<file path="src/rtl/pipe_ctrl_if.sv">
// Pipeline control bundle: per-stage stall requests and exception redirect in,
// hold/bubble/flush controls and stall statistics out.
interface pipe_ctrl_if #(
  parameter int STAGES = 6,
  parameter int ADDR_W = 32,
  parameter int CNT_W  = 16
);
  logic [STAGES-1:0] stallreq;
  logic              excp_req;
  logic [ADDR_W-1:0] excp_pc;
  logic [STAGES-1:0] stall;
  logic [STAGES-1:0] bubble;
  logic              flush;
  logic [ADDR_W-1:0] new_pc;
  logic [CNT_W-1:0]  stall_cnt;
  logic              stall_timeout;

  modport master (
    output stallreq, excp_req, excp_pc,
    input  stall, bubble, flush, new_pc, stall_cnt, stall_timeout
  );

  modport slave (
    input  stallreq, excp_req, excp_pc,
    output stall, bubble, flush, new_pc, stall_cnt, stall_timeout
  );
endinterface

</file>
<file path="src/rtl/pipe_ctrl.sv">
// Pipeline control unit: merges stage stall requests into hold/bubble vectors,
// sequences exception flushes, and tracks stall statistics with a watchdog.
//
// state | meaning
// IDLE  | normal operation, stalls honoured, exceptions accepted
// FLUSH | one-cycle flush with redirect; stalls and new exceptions suppressed
module pipe_ctrl #(
  parameter int STAGES     = 6,
  parameter int ADDR_W     = 32,
  parameter int CNT_W      = 16,
  parameter int WDOG_LIMIT = 255
) (
  input logic       clk,
  input logic       rst,
  pipe_ctrl_if.slave bus
);
  localparam int WD_W = $clog2(WDOG_LIMIT + 1);
  localparam logic [WD_W-1:0] WD_LIM = WD_W'(WDOG_LIMIT);

  typedef enum logic {IDLE, FLUSH} state_t;

  state_t              state;
  logic                flush_q;
  logic [ADDR_W-1:0]   new_pc_q;
  logic [CNT_W-1:0]    cnt_q;
  logic [WD_W-1:0]     wd_q;
  logic                timeout_q;

  logic [STAGES-1:0]   stall_v;
  logic [STAGES-1:0]   bubble_v;
  logic                hit;
  int                  k;
  logic                stall_any;
  logic                unused_ok;

  // PC and WB positions never originate a hold.
  assign unused_ok = ^{bus.stallreq[0], bus.stallreq[STAGES-1]};

  always_comb begin
    hit      = 1'b0;
    k        = 0;
    stall_v  = '0;
    bubble_v = '0;
    for (int i = 1; i < STAGES - 1; i++) begin
      if (bus.stallreq[i]) begin
        hit = 1'b1;
        k   = i;
      end
    end
    // Everything up to the deepest requester holds; the stage behind it gets the bubble.
    if (hit && !rst && !flush_q) begin
      for (int j = 0; j < STAGES; j++) begin
        stall_v[j]  = (j <= k);
        bubble_v[j] = (j == k + 1);
      end
    end
  end

  assign stall_any = |stall_v;

  always_ff @(posedge clk) begin
    if (rst) begin
      state     <= IDLE;
      flush_q   <= 1'b0;
      new_pc_q  <= '0;
      cnt_q     <= '0;
      wd_q      <= '0;
      timeout_q <= 1'b0;
    end else begin
      case (state)
        IDLE: begin
          if (bus.excp_req) begin
            state    <= FLUSH;
            flush_q  <= 1'b1;
            new_pc_q <= bus.excp_pc;
          end
        end
        FLUSH: begin
          state   <= IDLE;
          flush_q <= 1'b0;
        end
        default: begin
          state   <= IDLE;
          flush_q <= 1'b0;
        end
      endcase

      if (stall_any) begin
        if (cnt_q != '1)
          cnt_q <= cnt_q + CNT_W'(1);
        if (wd_q != WD_LIM)
          wd_q <= wd_q + WD_W'(1);
        if (wd_q == WD_LIM - WD_W'(1))
          timeout_q <= 1'b1;
      end else begin
        wd_q <= '0;
      end
    end
  end

  assign bus.stall         = stall_v;
  assign bus.bubble        = bubble_v;
  assign bus.flush         = flush_q;
  assign bus.new_pc        = new_pc_q;
  assign bus.stall_cnt     = cnt_q;
  assign bus.stall_timeout = timeout_q;
endmodule

</file>
<file path="src/flat_wrapper.sv">
// flat-port wrapper written by rule: the top's interface ports become plain ports
module pipe_ctrl_flat 
#(
  parameter int STAGES     = 6,
  parameter int ADDR_W     = 32,
  parameter int CNT_W      = 16,
  parameter int WDOG_LIMIT = 255
)
  (clk, rst, bus_stallreq, bus_excp_req, bus_excp_pc, bus_stall, bus_bubble, bus_flush, bus_new_pc, bus_stall_cnt, bus_stall_timeout);
  pipe_ctrl_if #(.STAGES(STAGES), .ADDR_W(ADDR_W), .CNT_W(CNT_W)) bus_i ();
  input logic clk;
  input logic rst;
  input wire logic [$bits(bus_i.stallreq)-1:0] bus_stallreq;
  input wire logic [$bits(bus_i.excp_req)-1:0] bus_excp_req;
  input wire logic [$bits(bus_i.excp_pc)-1:0] bus_excp_pc;
  output wire logic [$bits(bus_i.stall)-1:0] bus_stall;
  output wire logic [$bits(bus_i.bubble)-1:0] bus_bubble;
  output wire logic [$bits(bus_i.flush)-1:0] bus_flush;
  output wire logic [$bits(bus_i.new_pc)-1:0] bus_new_pc;
  output wire logic [$bits(bus_i.stall_cnt)-1:0] bus_stall_cnt;
  output wire logic [$bits(bus_i.stall_timeout)-1:0] bus_stall_timeout;
  assign bus_i.stallreq = bus_stallreq;
  assign bus_i.excp_req = bus_excp_req;
  assign bus_i.excp_pc = bus_excp_pc;
  assign bus_stall = bus_i.stall;
  assign bus_bubble = bus_i.bubble;
  assign bus_flush = bus_i.flush;
  assign bus_new_pc = bus_i.new_pc;
  assign bus_stall_cnt = bus_i.stall_cnt;
  assign bus_stall_timeout = bus_i.stall_timeout;
  pipe_ctrl #(.STAGES(STAGES), .ADDR_W(ADDR_W), .CNT_W(CNT_W), .WDOG_LIMIT(WDOG_LIMIT)) u_core (.clk(clk), .rst(rst), .bus(bus_i));
endmodule
</file>
<file path="config.mk">
export PLATFORM = sky130hd
export DESIGN_NAME = pipe_ctrl_flat
export DESIGN_NICKNAME = d
export VERILOG_FILES = /design/src/rtl/pipe_ctrl_if.sv /design/src/rtl/pipe_ctrl.sv /design/src/flat_wrapper.sv
export SDC_FILE = /design/constraint.sdc
export NUM_CORES = 1
export LEC_CHECK = 0
export ABC_AREA = 1
export ABC_CLOCK_PERIOD_IN_PS = 1650
export CORE_ASPECT_RATIO = 1.75
export CORE_MARGIN = 2
export CORE_UTILIZATION = 39
export DETAILED_ROUTE_END_ITERATION = 8
export MAX_ROUTING_LAYER = met4
export PLACE_DENSITY_LB_ADDON = 0.1
export SYNTH_ARGS = -nofsm -noshare
export SYNTH_HDL_FRONTEND = slang
export SYNTH_SLANG_ARGS = --single-unit
</file>
<file path="constraint.sdc">
create_clock -name clk -period 1.65 [get_ports clk]
set_clock_uncertainty 0.15 [all_clocks]
set_input_delay 0.2475 -clock clk [delete_from_list [all_inputs] [get_ports clk]]
set_output_delay 0.2475 -clock clk [all_outputs]
set_load 0.02 [all_outputs]
</file>
==> After elaboration in Yosys (flattened, before gate mapping) <==
Cells that the tools add are included.
{ "classes": {"n_eq_ne": 9, "mux": 14, "n_shift": 0, "add_sub_neg": 3, "n_lt_le_gt_ge": 6, "reduce_logical": 10, "n_bitwise": 2, "mul": 0, "div_mod_pow": 0} }
{ "ops": {"columns": ["cell", "count"], "rows": [
  ["3-bit by 32-bit equality test with 1-bit output (first input constant)", 2],
  ["4-bit by 32-bit equality test with 1-bit output (first input constant)", 2],
  ["2-bit by 32-bit equality test with 1-bit output (first input constant)", 1],
  ["32-bit logical NOT", 1],
  ["16-bit by 1-bit adder with 16-bit output (second input constant)", 1],
  ["16-bit != test (second input constant)", 1],
  ["6-bit two-way mux", 2],
  ["8-bit by 1-bit adder with 8-bit output (second input constant)", 1],
  ["8-bit equality test (second input constant)", 1],
  ["8-bit != test (second input constant)", 1],
  ["1-bit two-way mux", 7],
  ["1-bit by 3-bit less-or-equal comparator with 1-bit output (first input constant)", 2],
  ["2-bit by 3-bit less-or-equal comparator with 1-bit output (first input constant)", 2],
  ["3-bit less-or-equal comparator (first input constant)", 2],
  ["2-bit AND reduction", 3],
  ["6-bit OR reduction", 1],
  ["3-bit by 1-bit adder with 4-bit output (second input constant)", 1],
  ["2-bit two-way mux", 2],
  ["1-bit one-hot mux with 2 select lines", 2],
  ["3-bit two-way mux", 1],
  ["1-bit logical AND", 2],
  ["1-bit logical NOT", 2],
  ["2-bit != test (second input constant)", 1],
  ["1-bit NOT", 2],
  ["2-bit OR reduction", 1]
]} }
{ "word_totals": {"latch_bits": 0, "memories": 0, "out_inout_bits": 62, "ram_bits": 0, "register_bits": 59, "wordCells": 50, "input_bits": 41, "mem_bits_ro": 0} }

==> Depth between registers and ports, before layout <==
Gate-level depths: netlist (run 1).
{ "logic_depth": {"depth_word": 10, "ltp_mapped": 10, "depth_no_buf": 9} }

==> Worst setup path before layout (run 1) <==
OpenSTA, ideal clock, no wires.
{ "synth_timing": {"kind": "reg-to-reg", "from": "register u_core.cnt_q[0], in the netlist u_core.bus.stall_cnt[0]", "to": "register u_core.cnt_q[14], in the netlist u_core.bus.stall_cnt[14]", "n_path_buf": 1, "stages_incl_launch_ff": 11, "setup_time_ps": 68, "arrival_time_ps": 1544, "setup_slack_ps": -112, "path_cell_list": "dfxtp_1 > ha_1 > nand3_2 > inv_2 > nand2_2 > nor2_4 > inv_2 > nand2_4 > buf_8 > nand2_1 > a21oi_2"} }
{ "synth_between": {"elab_chain_len": 2, "word_cells_on_any_way": 3} }
{ "synth_lines": {"columns": ["item", "line_no", "text"], "rows": [
  ["from (decl)", "pipe_ctrl.sv:25", "logic [CNT_W-1:0] cnt_q;"],
  ["from (signal assigned)", "pipe_ctrl.sv:90", "cnt_q <= cnt_q + CNT_W'(1);"],
  ["parallel branches: the longest is 2 deep, another holds 16-bit by 1-bit adder with 16-bit output", null, null]
]} }
Several ways; the timed one is not identified.
A chain may end at the register's enable or synchronous reset.

==> Final worst setup path (run 1) <==
{ "layout_timing": {"from": "input bus_stallreq[3]", "to": "output bus_stall[0]"} }
{ "layout_between": {"elab_chain_len": 5, "word_cells_on_any_way": 8} }
{ "layout_lines": {"columns": ["item", "line_no", "text"], "rows": [
  ["from (decl)", "flat_wrapper.sv:13", "input wire logic [$bits(bus_i.stallreq)-1:0] bus_stallreq;"],
  ["parallel branches: the longest is 4 deep, another holds 1-bit by 3-bit less-or-equal comparator with 1-bit output", null, null],
  ["6-bit two-way mux *", "pipe_ctrl.sv:51", "if (hit && !rst && !flush_q) begin"],
  ["to (decl)", "flat_wrapper.sv:16", "output wire logic [$bits(bus_i.stall)-1:0] bus_stall;"]
]} }
Mark *: on every way between the ends.

==> impl_metrics.tcl, run 1 <==
set metrics [dict create \
    finalWirelength_um 7073 \
    cp.arrival_ns 1.25 \
    place_hpwl_um 5028 \
    critPathSlowestCell "dlygate4sd2_1" \
    rows 39 \
    antenna_found_initial 0 \
    drtIter0Drc 99 \
    drt_drc_violations_left 0 \
    place.port_buffers 97 \
    outcome "complete, no violations" \
    power_mw 4.041 \
    p_leak_nw 1.929 \
    grt_pass1_vias 2662 \
    postSynthCellCount 366 \
    drtAntennaViolNets 0 \
    clock_sinks 59 \
    async_flop_share 0 \
    gp_congestion 0.7938 \
    ir_drop_v 0.0008188 \
    cp.required_ns 1.25 \
    ys_seq_area_frac 0.4478 \
    cts_buffers 9 \
    grt-ovfl-total 0 \
    insertion_delay_ns 0.33 \
    grt_pass1_wl_um 11920 \
    viasPerCell 4.752 \
    die_y_um 112.8 \
    die_area_um2 7463 \
    coreArea_um2 6539 \
    fmaxAchievable_ghz 0.6064 \
    drt-pass1-iter-count 4 \
    hold_ws_ns 0.2949 \
    hp-class "register to register" \
    areaGrowthSynthToFinish_pct 56.78 \
    setup_viol 0 \
    root_buffer "clkbuf_16" \
    drive_gt1_frac 0.1741 \
    cap_viol_max_count 0 \
    via_count 2737 \
    cts_tree "yes" \
    synth_edf_count 0 \
    timing.setup.critical_path_class "input port to primary output" \
    fin_crit_ns 1.649 \
    slowest_delay_ns 0.24 \
    synth_top_flop_cell "dfxtp_1" \
    syn_avg_cell_area_um2 7.206 \
    crit_top_cell "nand2_4" \
    pin_count 103 \
    mostFrequentLayoutCell "nor2_1" \
    fillers 613 \
    finalHoldViolCount 0 \
    die_w_um 66.17 \
    antennaDiodeCount 0 \
    endpoint_kind "primary output" \
    clk_pin_slew_ns 0.05 \
    power_density_nw_per_um2 977.2 \
    cts_htree_levels 3 \
    synth_cell_types 31 \
    wl_per_cell_um 12.28 \
    grt_max_degree 33 \
    path_max_fanout 5 \
    ys_ff_latch 59 \
    initial_core_util 0.4034 \
    slew_viol_final 0 \
    worst_slack_ns 0.0007984 \
    place_ws_ns -0.7609 \
    register_area_um2 1189 \
    startpoint_type "input port" \
    layout_common_cells "nor2_1, nand2_1, dlygate4sd2_1" \
    ys_warn_count 0 \
    multi_input_area_um2 1326 \
    crit_chain "dlygate4sd2_1 -> inv_1 -> nand2_2 -> nor2_4 -> nand2_4 -> nand2_4 -> inv_6 -> buf_4 -> buf_2" \
    rsz0062_at_grt "yes" \
    syn_area_um2 2638 \
    synth.top_cell.area_share 0.4478 \
    clock_path_buffers 2 \
    synth_area_leaders "dfxtp_1, nor2_1, nand2_1" \
    period_share 0.9995 \
    num-nets-final 533 \
    cts-hold-fix-buffers 0 \
    synth_top_area_cell "dfxtp_1" \
    grt_usage 0.2114 \
]
## metrics by stage
step	setup TNS, ns	cell area [um2]	instances	utilization
floorplan	0	2661	368	-
global placement	-15.11	3867	557	0.5915
detailed placement	-16.77	3867	557	0.5915
CTS	0	4126	575	0.6311
global route	-0.2042	4135	576	0.6324
finish	0	4135	576	0.6324
## where the power goes
part | internal (mW) | switching, mW
clock | 1.29 | 0.617
combinational | 0.262 | 0.325
sequential | 1.51 | 0.0377
## registers in the layout, summed over array words and instances (netlist names)
register / flops
u_core.bus.new_pc: 32
u_core.bus.stall_cnt: 16
u_core.wd_q: 8
u_core.bus.flush: 1
u_core.bus.stall_timeout: 1
u_core.state: 1
## worst max-delay path: cells and delay by family
family	cells	cell delay (ns)
AND/OR/NAND/NOR	4	0.38
buffers and inverters	5	0.61
## Yosys cell counts, types with 2 or more instances
cell type,count
a21oi_1,21
a21oi_2,3
buf_4,3
clkbuf_1,10
dfxtp_1,59
ha_1,3
inv_1,21
inv_2,3
nand2_1,59
nand2_2,5
nand2_4,2
nand3_1,4
nand4_1,7
nor2_1,96
nor2_4,3
o21ai_0,43
or2_2,3
xnor2_1,6
xor2_1,3
## worst paths after layout
check                                           endpoint  cells after the start                      from  slack, ns
worst max-delay path                        bus_stall[0]                      9           bus_stallreq[3]     0.0008
worst min-delay path            u_core.bus.stall_timeout                      2  u_core.bus.stall_timeout       0.29
worst max register to register  u_core.bus.stall_cnt[13]                      9   u_core.bus.stall_cnt[1]       0.12
worst min register to register  u_core.bus.stall_timeout                      2  u_core.bus.stall_timeout       0.29
## kinds of logic (layout without fill, tap and decap cells)
group,Yosys count,count (layout),share of synthesized area
simple gates,184,185,0.2989
compound gates,68,68,0.1343
flops,59,59,0.4478
buf+inv,42,167,0.07353
xor+xnor,9,9,0.02989
fa+ha+maj,3,3,0.01423
other cells,1,3,0.001422
## final cells by class
| class | count | area share |
|---|---|---|
| inverters | 25 | 0.02390 |
| well taps | 82 | 0.02481 |
| clock buffers | 15 | 0.06717 |
| clock inverters | 1 | 0.007262 |
| repair buffers | 126 | 0.2687 |
| multi-input cells | 268 | 0.3207 |
| flip-flops and latches | 59 | 0.2874 |
## layer usage
| metal | routed length (um) | share of wire | up-vias | GRT usage |
|---|---|---|---|---|
| met3 | 335 | 0.047 | 15 | 0.05070 |
| li1 | - | - | 1413 | - |
| met2 | 3676 | 0.52 | 73 | 0.3567 |
| met1 | 2882 | 0.41 | 1236 | 0.2226 |
| met4 | 178 | 0.025 | 0 | 0.1102 |
| met5 | 0 | 0 | - | - |
## repair_timing
item                                    4_1_cts  5_1_grt
endpoints found under the setup margin       74       21
buffers inserted                              1        1
resized for setup                            99        7
cloned                                        1        0
pin swaps                                     5        1
Note: power is estimated with default switching activity, not from simulation.
==> inputs of run 2 (changes only) <==
ABC_CLOCK_PERIOD_IN_PS = default   (was 1650)
==> results of run 2 <==
Final layout, timing and power as in run 1 (identical DEF).
